## src/rtl/ultrasound_arbiter.sv

```systemverilog
// Round-robin arbiter for the shared ultrasound ranging resource.
// Requester 0 is the navigation FSM and requester 1 is the display/telemetry sweep.
// Each grant issues one sensor_run pulse. The arbiter then waits for sensor_done,
// or gives up after TIMEOUT_CYCLES. After sensor_done it waits SETTLE_CYCLES,
// then latches sensor_location into the owner's result register and pulses done.
//
// Ports:
//   clock           system clock, rising edge
//   reset           synchronous, active-high
//   req[1:0]        per-requester start pulses (captured into pending bits)
//   sensor_done     completion pulse from the ultrasound module
//   sensor_location rover location {theta[11:8], r[7:0]}
//   sensor_run      one-cycle start pulse to the ultrasound module
//   busy            high whenever the arbiter is not idle
//   owner           current or most recent grantee (round-robin pointer)
//   done[1:0]       one-cycle completion pulse per requester
//   timeout_err[1:0] one-cycle pulse alongside done[i] when request i timed out
//   location_0/1    last successful result per requester
module ultrasound_arbiter #(
    parameter int unsigned SETTLE_CYCLES  = 27000000,
    parameter int unsigned TIMEOUT_CYCLES = 54000000
) (
    input  logic        clock,
    input  logic        reset,
    input  logic [1:0]  req,
    input  logic        sensor_done,
    input  logic [11:0] sensor_location,
    output logic        sensor_run,
    output logic        busy,
    output logic        owner,
    output logic [1:0]  done,
    output logic [1:0]  timeout_err,
    output logic [11:0] location_0,
    output logic [11:0] location_1
);

    localparam logic [31:0] TimeoutLast = 32'(TIMEOUT_CYCLES - 1);
    localparam logic [31:0] SettleLast  = 32'(SETTLE_CYCLES - 1);

    typedef enum logic [1:0] {
        StIdle,
        StWaitDone,
        StSettle
    } state_e;

    state_e      state_q, state_d;
    logic [31:0] counter_q, counter_d;
    logic [1:0]  pending_q, pending_d;
    logic        owner_q, owner_d;
    logic        run_q, run_d;
    logic        busy_q, busy_d;
    logic [1:0]  done_q, done_d;
    logic [1:0]  terr_q, terr_d;
    logic [11:0] loc0_q, loc0_d;
    logic [11:0] loc1_q, loc1_d;
    logic        grant_idx;

    // With both requests pending, the one that did not go last wins.
    assign grant_idx = (pending_q == 2'b11) ? ~owner_q : pending_q[1];

    always_comb begin
        state_d   = state_q;
        counter_d = counter_q;
        pending_d = pending_q | req;
        owner_d   = owner_q;
        run_d     = 1'b0;
        done_d    = 2'b00;
        terr_d    = 2'b00;
        loc0_d    = loc0_q;
        loc1_d    = loc1_q;

        unique case (state_q)
            StIdle: begin
                if (|pending_q) begin
                    owner_d   = grant_idx;
                    run_d     = 1'b1;
                    counter_d = '0;
                    state_d   = StWaitDone;
                    // A req on the grant edge re-queues one more request.
                    pending_d[grant_idx] = req[grant_idx];
                end
            end
            StWaitDone: begin
                counter_d = counter_q + 32'd1;
                // sensor_done takes priority over a coincident timeout.
                if (sensor_done) begin
                    counter_d = '0;
                    state_d   = StSettle;
                end else if (counter_q == TimeoutLast) begin
                    done_d[owner_q] = 1'b1;
                    terr_d[owner_q] = 1'b1;
                    state_d         = StIdle;
                end
            end
            StSettle: begin
                counter_d = counter_q + 32'd1;
                if (counter_q == SettleLast) begin
                    if (owner_q) begin
                        loc1_d = sensor_location;
                    end else begin
                        loc0_d = sensor_location;
                    end
                    done_d[owner_q] = 1'b1;
                    state_d         = StIdle;
                end
            end
            default: begin
                state_d = StIdle;
            end
        endcase

        busy_d = (state_d != StIdle);
    end

    always_ff @(posedge clock) begin
        if (reset) begin
            state_q   <= StIdle;
            counter_q <= '0;
            pending_q <= 2'b00;
            owner_q   <= 1'b1;
            run_q     <= 1'b0;
            busy_q    <= 1'b0;
            done_q    <= 2'b00;
            terr_q    <= 2'b00;
            loc0_q    <= '0;
            loc1_q    <= '0;
        end else begin
            state_q   <= state_d;
            counter_q <= counter_d;
            pending_q <= pending_d;
            owner_q   <= owner_d;
            run_q     <= run_d;
            busy_q    <= busy_d;
            done_q    <= done_d;
            terr_q    <= terr_d;
            loc0_q    <= loc0_d;
            loc1_q    <= loc1_d;
        end
    end

    assign sensor_run  = run_q;
    assign busy        = busy_q;
    assign owner       = owner_q;
    assign done        = done_q;
    assign timeout_err = terr_q;
    assign location_0  = loc0_q;
    assign location_1  = loc1_q;

endmodule

```

## config.mk

```make
export PLATFORM = sky130hd
export DESIGN_NAME = ultrasound_arbiter
export DESIGN_NICKNAME = d
export VERILOG_FILES = /design/src/rtl/ultrasound_arbiter.sv
export SDC_FILE = /design/constraint.sdc
export NUM_CORES = 1
export LEC_CHECK = 0
export ABC_AREA = 1
export BUFFER_PORTS_ARGS = -buffer_cell sky130_fd_sc_hd__clkbuf_2
export CORE_MARGIN = 5
export CORE_UTILIZATION = 40
export CTS_BUF_LIST = sky130_fd_sc_hd__clkbuf_8 sky130_fd_sc_hd__clkbuf_16
export CTS_CLUSTER_DIAMETER = 120
export CTS_CLUSTER_SIZE = 10
export DETAILED_ROUTE_END_ITERATION = 8
export MAX_ROUTING_LAYER = met4
export SLEW_MARGIN = 20
export SYNTH_ARGS = -nofsm -noshare
export SYNTH_HDL_FRONTEND = slang
export SYNTH_SLANG_ARGS = --single-unit
```

## constraint.sdc

```tcl
create_clock -name clock -period 4.9 [get_ports clock]
set_input_delay 0.735 -clock clock [delete_from_list [all_inputs] [get_ports clock]]
set_output_delay 0.735 -clock clock [all_outputs]
set_load 0.1 [all_outputs]
```

======== Word-level counts from Yosys, hierarchy flattened ========
Cells that the tools add are included.
storage, ports and cells
  bits in registers ....................... 67
  input port bits ......................... 17
  output and inout port bits .............. 31
  word-level logic and storage cells ...... 60
cells by class
  add/sub/neg operators ................... 1
  magnitude comparators ................... 4
  equality and inequality tests ........... 6
  muxes and demuxes ....................... 23
  bitwise logic cells ..................... 4
  reductions and logical operators ........ 12
operators with widths
  operator               number
  $pmux 32 s3            1
  $mux 32                2
  $add 32x1->32 const B  1
  $eq 32x25->1 const B   1
  $eq 32x26->1 const B   1
  $mux 2                 9
  $mux 1                 6
  $pmux 2 s3             1
  $reduce_and 3->1       2
  $reduce_or 2->1        3
  $eq 2x2->1 const B     2
  $lt 1x2->1 const B     2
  $pmux 2 s2             1
  $reduce_and 2->1       2
  $not 1->1              3
  $reduce_bool 3->1      1
  $bwmux 2               1
  $demux 1 s1            2
  $eq 2x1->1 const B     1
  $ge 1x1->1 const B     2
  $logic_and 1x1->1      2
  $logic_not 2->1        1
  $ne 2x2->1 const B     1
  $or 2x2->2             1
  $reduce_bool 2->1      1

======== Longest topological paths before layout ========
Gate-level depths: netlist of run 1.
  word-level depth ........................ 9
  mapped depth ............................ 13
  gate-level depth less buffers ........... 12

======== Worst setup path before layout of run 1 ========
Ideal clock, no wire load.
  path kind ............................... reg-to-reg
  from .................................... reg owner_q, in the netlist owner
  to ...................................... reg loc0_q[10], in the netlist location_0[10]
  data arrival time ....................... 1,708 ps
  setup slack ............................. 3,080 ps
  cell stages (with the launch flop) ...... 7
  buffers on the path ..................... 1
  clock period less this slack ............ 1,820 ps
  cells stage by stage .................... dfxtp_1 > inv_1 > nand2_4 > buf_6 > nand2_1 > nand2_1 > nor2_1
on the way
  cells in the longest elaborated chain, start to end .. 2
ends and longest elaborated chain
  what                               line  text
  start: declaration                 49    logic owner_q, owner_d;
  start signal: assignment           131   owner_q <= owner_d;
  $not 1->1 (no source line)         n/a
  $reduce_and 3->1 (no source line)  n/a
  end signal: assignment             136   loc0_q <= loc0_d;
  end: declaration                   54    logic [11:0] loc0_q, loc0_d;
No other way between the ends.
A chain may end at the register's enable or synchronous reset.

======== Worst setup path after layout of run 1 ========
  from .................................... reg state_q[1]
  to ...................................... reg counter_q[4]
on the way
  cells in the longest elaborated chain, start to end .. 3
  elaborated cells between the ends (all ways) .. 7
  classes of those cells .................. eq/ne: 3; mux: 1; reduce/logical: 3
ends and longest elaborated chain
  what                                                                     line  text
  start: declaration                                                       46    state_e state_q, state_d;
  start signal: assignment                                                 117   state_q <= StIdle;
  start signal: assignment                                                 128   state_q <= state_d;
  $eq 2x2->1 (tied with other cells)                                       72    unique case (state_q)
  $reduce_bool 3->1 (no source line) / $ne 2x2->1 (equally long branches)  n/a
  $reduce_and 2->1 (no source line)                                        n/a
  end signal: assignment                                                   129   counter_q <= counter_d;
  end: declaration                                                         47    logic [31:0] counter_q, counter_d;
Parallel ways exist; a longest one is shown, timed or not.

==> run_results.csv, run 1 <==
group,metric,value,unit
yosys,yosysSeqAreaShare,38.51,%
placed_design,hpwl,6204,um
drt,wire_per_inst,11.84,um
global_routing,grt_overflow_total,0,
yosys,ys_types,32,
drt,vias_per_cell,4.742,
sta,hold_ws,0.4762,ns
setup_path,cp-end-kind,"flip-flop",
setup_path,r2r_end,"counter_q[4]$_SDFFE_PP0P_",
clock_tree,cts_buffer_depth,2,
setup_path,crit_arrival,2.83,ns
yosys,avgSynthCellArea,6.511,um^2
drt,wl_met2,3923,um
sta,fin_crit_sh,52.42,%
sta,setup_viol_count_final,0,
placed_design,dpl_cell_area,3747,um^2
floorplan,ios,48,
drt,dr.pass1.iters,7,
sta,max_freq,0.3893,GHz
global_routing,grt_util_all_layers,16.80,%
clock_tree,cts.clk_slew.worst_paths,0.08,ns
worst_hold_path,hold_path.class,"reg -> reg",
yosys,ys_ff_latch,67,
final_layout,regArea,1341,um^2
floorplan,die-area,10680,um^2
global_routing,grt_max_degree,27,
final_layout,nFillCells,933,
worst_hold_path,min-delay-start,"counter_q[2]$_SDFFE_PP0P_",
floorplan,rows,34,
final_layout,layout-drive-gt1-share,15.38,%
drt,drt_wl_total,8205,um
yosys,syn_nets,558,
drt,post-route-drc-count,0,
sta,hold_violations,0,
drt,wl_met1,3752,um
job,cap_violations,0,
clock_tree,cts_tree,"yes",
global_routing,grt_pass1_vias,2972,
drt,routed.top_layer,"met4",
sta,post-route-min-period,2.568,ns
status,status,"complete, no violations",
sta,rsz0062_at_grt,"false",
clock_tree,htreeDepth,3,
final_layout,area_delta_synth_final,13.97,%
setup_path,cp.required,5.17,ns
setup_path,worstRegToRegCells,8,
drt,dr_wl_met3,378,um
sta,max_slew_margin,37.97,%
setup_path,startpoint_type,"flip-flop",
floorplan,die_w,103.3,um
power_and_ir_drop,leakagePower,0.001788,uW
final_layout,fin_area,3970,um^2
global_routing,grt_pass1_wl,13680,um
floorplan,initial_core_util,40.54,%
placed_design,portBuffers,47,
final_layout,nets,603,
setup_path,r2r-start,"state_q[1]$_SDFF_PP0_",
yosys,synth_cells,535,
sta,skew,0.01223,ns
clock_tree,cts_resized,0,
setup_path,path_max_fanout,21,
clock_tree,clk_latency,0.36,ns
yosys,synth_area,3483,um^2
clock_tree,clock_sinks,67,
final_layout,multi_input_area,1724,um^2
sta,worstMarginPinSlew,0.9304,ns
clock_tree,cts_hold_buf,0,
global_routing,antenna_found_initial,0,
yosys,synth-warning-count,0,
worst_hold_path,hold_depth,2,
power_and_ir_drop,p_per_area,307.5,nW/um^2
setup_path,r2r_slack,2.33,ns
worst_hold_path,worst_hold_path.endpoint,"counter_q[2]$_SDFFE_PP0P_",
clock_tree,cts-root-buf,"clkbuf_8",
floorplan,die_y,103.3,um
sta,setup_tns,0,ns
clock_tree,numCtsBuffers,9,
placed_design,place.gp.congestion,0.9541,
sta,drv_slew,0,
setup_path,path_class,"reg -> reg",
final_layout,antenna_cells,0,
final_layout,most-common-layout-cells,"nand2_1 (125), nor2_1 (114), inv_1 (81)",
floorplan,core,8593,um^2
final_layout,layout_commonest_cell,"nand2_1",
power_and_ir_drop,ir_worst_vdd,0.2096,mV
clock_tree,post_cts_buffers,0,
drt,drtIter0Drc,165,
drt,drtAntennaViolNets,0,
drt,num_vias,3286,
==> registers in the layout, summed over array words and instances, names as in the netlist <==
name / count
busy: 1
timeout_err: 2
location_0: 12
location_1: 12
pending_q: 2
counter_q: 32
state_q: 2
sensor_run: 1
owner: 1
done: 2
==> final cells by class <==
type	count	share of cell area (%)
clock inverter	7	2.490
multi-input combinational	372	43.43
clock buffer	9	3.120
sequential	67	33.79
tap	108	3.404
inverter	83	7.847
timing repair buffer	47	5.925
==> how the worst max path moves through the flow <==
| stage | slack (ns) | start | endpoint | cells after the start |
|---|---|---|---|---|
| 2_1_floorplan | 3.08 | owner$_SDFFE_PP1P_ | location_0[10]$_SDFFE_PP0N_ | 6 |
| 3_3_place_gp | 2.39 | sensor_done | counter_q[4]$_SDFFE_PP0P_ | 6 |
| 3_5_place_dp | 2.27 | state_q[1]$_SDFF_PP0_ | counter_q[4]$_SDFFE_PP0P_ | 8 |
| 4_1_cts | 2.28 | state_q[1]$_SDFF_PP0_ | counter_q[4]$_SDFFE_PP0P_ | 8 |
| 5_1_grt | 2.00 | state_q[1]$_SDFF_PP0_ | counter_q[4]$_SDFFE_PP0P_ | 8 |
| 6_report | 2.33 | state_q[1]$_SDFF_PP0_ | counter_q[4]$_SDFFE_PP0P_ | 8 |
==> metal layers <==
layer  vias to the layer above  track usage [%]
met2                        73            26.79
met1                      1457            21.00
met3                        16            3.488
met5                         -                -
met4                         0            6.275
li1                       1740                -
==> critical path: stages (launching register included) <==
cell	delay (ns)
dfxtp_1	0.37
inv_1	0.10
ha_1	0.20
nand2_1	0.10
nand2_2	0.22
inv_1	0.25
a21oi_2	0.76
inv_2	0.22
a221oi_1	0.26
==> cell usage after synthesis <==
cell / n / share of area [%]
a211oi_1: 1 / 0.22
a21oi_1: 22 / 3.2
a21oi_2: 1 / 0.25
a221oi_1: 1 / 0.25
a22oi_1: 1 / 0.22
a31oi_1: 1 / 0.18
buf_2: 4 / 0.57
buf_6: 7 / 2.3
clkbuf_1: 2 / 0.22
clkinv_1: 1 / 0.11
dfxtp_1: 67 / 39
ha_1: 6 / 2.2
inv_1: 81 / 8.7
inv_2: 1 / 0.11
nand2_1: 125 / 13
nand2_2: 13 / 2.3
nand2_4: 2 / 0.65
nand2b_1: 1 / 0.18
nand3_1: 22 / 3.2
nand3_2: 1 / 0.29
nand4_1: 10 / 1.8
nor2_1: 114 / 12
nor2_2: 5 / 0.90
nor2_4: 4 / 1.3
nor3_1: 14 / 2.0
nor3b_1: 2 / 0.43
nor4_1: 1 / 0.18
o21a_1: 1 / 0.22
o21ai_0: 17 / 2.4
o21ai_1: 3 / 0.43
o221ai_1: 1 / 0.25
xor2_1: 3 / 0.75
==> where the power goes <==
part           switching, uW  internal [uW]
Combinational            105           30.8
Sequential              8.91            553
Clock                    233            290
Total                    347            874
==> logic make-up (layout without fill, tap and decap cells) <==
group           count (synthesis)  in the layout  synth area share [%]
compound gates                 49             49                 7.615
xor+xnor                        3              3                0.7544
simple gates                  314            314                 38.97
buf+inv                        96            146                 12.00
fa+ha+maj                       6              6                 2.155
flops                          67             67                 38.51
==> metrics by stage <==
stage               worst slack [ns]  power [uW]  std cells  util [%]
floorplan                      3.080       687.0        535         -
global placement               2.391       710.9        677     43.61
detailed placement             2.274       712.6        677     43.61
CTS                            2.282        1235        693     46.20
global route                   2.000        1281        693     46.20
finish                         2.332        1221        693     46.20
Note: power is estimated with default switching activity, not from simulation.
==> run 2: changes to the inputs <==
==> constraint.sdc (replaced) <==
create_clock -name clock -period 2.4 [get_ports clock]
set_input_delay 0.36 -clock clock [delete_from_list [all_inputs] [get_ports clock]]
set_output_delay 0.36 -clock clock [all_outputs]
set_load 0.1 [all_outputs]
==> run_results.csv, run 2 (synthesis results as in run 1) <==
group,metric,value,unit
floorplan,rows,34,
power_and_ir_drop,p_per_area,617.5,nW/um^2
placed_design,place.gp.congestion,0.9670,
sta,rsz0062_at_grt,"false",
global_routing,grt_max_degree,27,
final_layout,antenna_cells,0,
worst_hold_path,hold_path.class,"in -> reg",
job,cap_violations,0,
setup_path,cp-end-kind,"flip-flop",
setup_path,path_class,"reg -> reg",
floorplan,ios,48,
status,status,"complete, no violations",
final_layout,layout_commonest_cell,"nand2_1",
clock_tree,cts_buffer_depth,2,
sta,setup_tns,0,ns
setup_path,path_max_fanout,13,
clock_tree,cts_tree,"yes",
global_routing,top_usage_layer,"met2",
drt,drt_wl_total,8178,um
power_and_ir_drop,leakagePower,0.001815,uW
floorplan,die_w,103.3,um
final_layout,layout-drive-gt1-share,15.96,%
setup_path,critical-path-max-stage-delay,0.37,ns
clock_tree,clk_latency,0.34,ns
clock_tree,numCtsBuffers,9,
drt,dr.pass1.iters,4,
setup_path,r2r_slack,0.41,ns
final_layout,area_delta_synth_final,15.01,%
setup_path,r2r_end,"counter_q[4]$_SDFFE_PP0P_",
clock_tree,clock_sinks,67,
worst_hold_path,hold_depth,3,
sta,worstMarginPinSlew,0.5601,ns
drt,drtIter0Drc,236,
global_routing,antenna_found_initial,0,
clock_tree,cts_hold_buf,0,
floorplan,die-area,10680,um^2
setup_path,critical_path.top_delay_family,"compound AO/OA/AOI/OAI gates",
sta,max_freq,0.5025,GHz
sta,setup_viol_count_final,0,
setup_path,cp-endpoint,"counter_q[4]$_SDFFE_PP0P_",
setup_path,path_cells,"inv_1 > ha_1 > nand2_1 > nand2_2 > inv_1 > a21oi_2 > inv_2 > a221oi_1",
drt,post-route-drc-count,0,
setup_path,r2r-start,"state_q[1]$_SDFF_PP0_",
drt,vias_per_cell,4.651,
final_layout,nets,607,
global_routing,grt_util_all_layers,16.89,%
drt,wire_per_inst,11.73,um
global_routing,grtUsageMet2,27.28,%
final_layout,regMostFlops,"counter_q",
setup_path,cp_num_cells,8,
clock_tree,post_cts_buffers,0,
placed_design,portBuffers,47,
global_routing,grtUsageMet1,21.28,%
setup_path,cp.required,2.65,ns
setup_path,worstRegToRegCells,8,
sta,post-route-min-period,1.990,ns
setup_path,cp_slowest_cell,"dfxtp_1",
sta,fin_crit_sh,82.92,%
clock_tree,cts_resized,0,
floorplan,initial_core_util,40.54,%
global_routing,grt_overflow_total,0,
global_routing,grt_pass1_vias,3039,
clock_tree,htreeDepth,3,
sta,max_slew_margin,62.82,%
final_layout,most-common-layout-cells,"nand2_1 (125), nor2_1 (114), inv_1 (81)",
setup_path,cp-startpoint,"state_q[1]$_SDFF_PP0_",
final_layout,largest_register_ffs,32,
floorplan,die_y,103.3,um
setup_path,startpoint_type,"flip-flop",
global_routing,grt_pass1_wl,13830,um
sta,drv_slew,0,
power_and_ir_drop,power.total,2474,uW
sta,skew,0.009548,ns
placed_design,hpwl,6232,um
clock_tree,cts-root-buf,"clkbuf_8",
setup_path,cpMostUsedCell,"inv_1",
floorplan,core,8593,um^2
clock_tree,cts.clk_slew.worst_paths,0.08,ns
drt,num_vias,3242,
sta,hold_violations,0,
setup_path,crit_arrival,2.24,ns
power_and_ir_drop,ir_worst_vdd,0.4456,mV
setup_path,cp_num_buf_inv,3,
global_routing,use_met3,3.555,%
drt,drtAntennaViolNets,0,
-- run 2: cell count changes in the layout (fill, tap and decap cells not counted) --
cell,delta
clkinv_2,+2
inv_6,-2
buf_4,+3
clkinvlp_4,-1
clkinv_4,+1
buf_12,+1
-- run 2: per-stage QoR --
step	hold WS (ns)	cells	util [%]	cell area [um^2]	worst slack (ns)
after floorplan	0.4373	535	-	3483	0.5796
after global placement	0.4580	681	44.10	3790	0.4385
after detailed placement	0.4632	681	44.10	3790	0.3833
after CTS	0.2209	697	46.62	4006	0.3779
after global routing	0.2446	697	46.62	4006	0.1509
final	0.2356	697	46.62	4006	0.4100
-- run 2: routing by layer --
metal,vias to the layer above,part of all wire (%)
li1,1741,-
met1,1417,47
met2,72,47
met3,12,4.4
met4,0,1.7
met5,-,0
-- run 2: area by class of cell --
cell class / instances / area, um^2
well taps: 108 / 135.1
clock buffers: 9 / 123.9
multi-input cells: 372 / 1724
flip-flops and latches: 67 / 1341
clock inverters: 7 / 92.59
fillers: 953 / 4587
inverters: 83 / 311.5
repair buffers: 51 / 277.8
-- run 2: worst reg2reg max path, stage by stage (launching register included) --
cell      delay (ns)
dfxtp_1         0.37
inv_1           0.10
ha_1            0.21
nand2_1         0.10
nand2_2         0.23
inv_1           0.11
a21oi_2         0.37
inv_2           0.19
a221oi_1        0.23
-- run 2: power by group --
| part | leakage (uW) | switching, uW | internal (uW) |
|---|---|---|---|
| Combinational | 0.00116 | 220 | 79.6 |
| Clock | 0.000113 | 442 | 583 |
| Sequential | 0.000541 | 18.9 | 1130 |
| Total | 0.00181 | 681 | 1790 |
-- run 2: worst min-delay path by stage --
stage | from | to | slack (ns)
final | req[0] | pending_q[0]$_SDFF_PP0_ | 0.24
after global routing | req[1] | pending_q[1]$_SDFF_PP0_ | 0.24
after CTS | req[1] | pending_q[1]$_SDFF_PP0_ | 0.22
after detailed placement | counter_q[2]$_SDFFE_PP0P_ | counter_q[2]$_SDFFE_PP0P_ | 0.46
after global placement | counter_q[2]$_SDFFE_PP0P_ | counter_q[2]$_SDFFE_PP0P_ | 0.46
after floorplan | counter_q[2]$_SDFFE_PP0P_ | counter_q[2]$_SDFFE_PP0P_ | 0.44
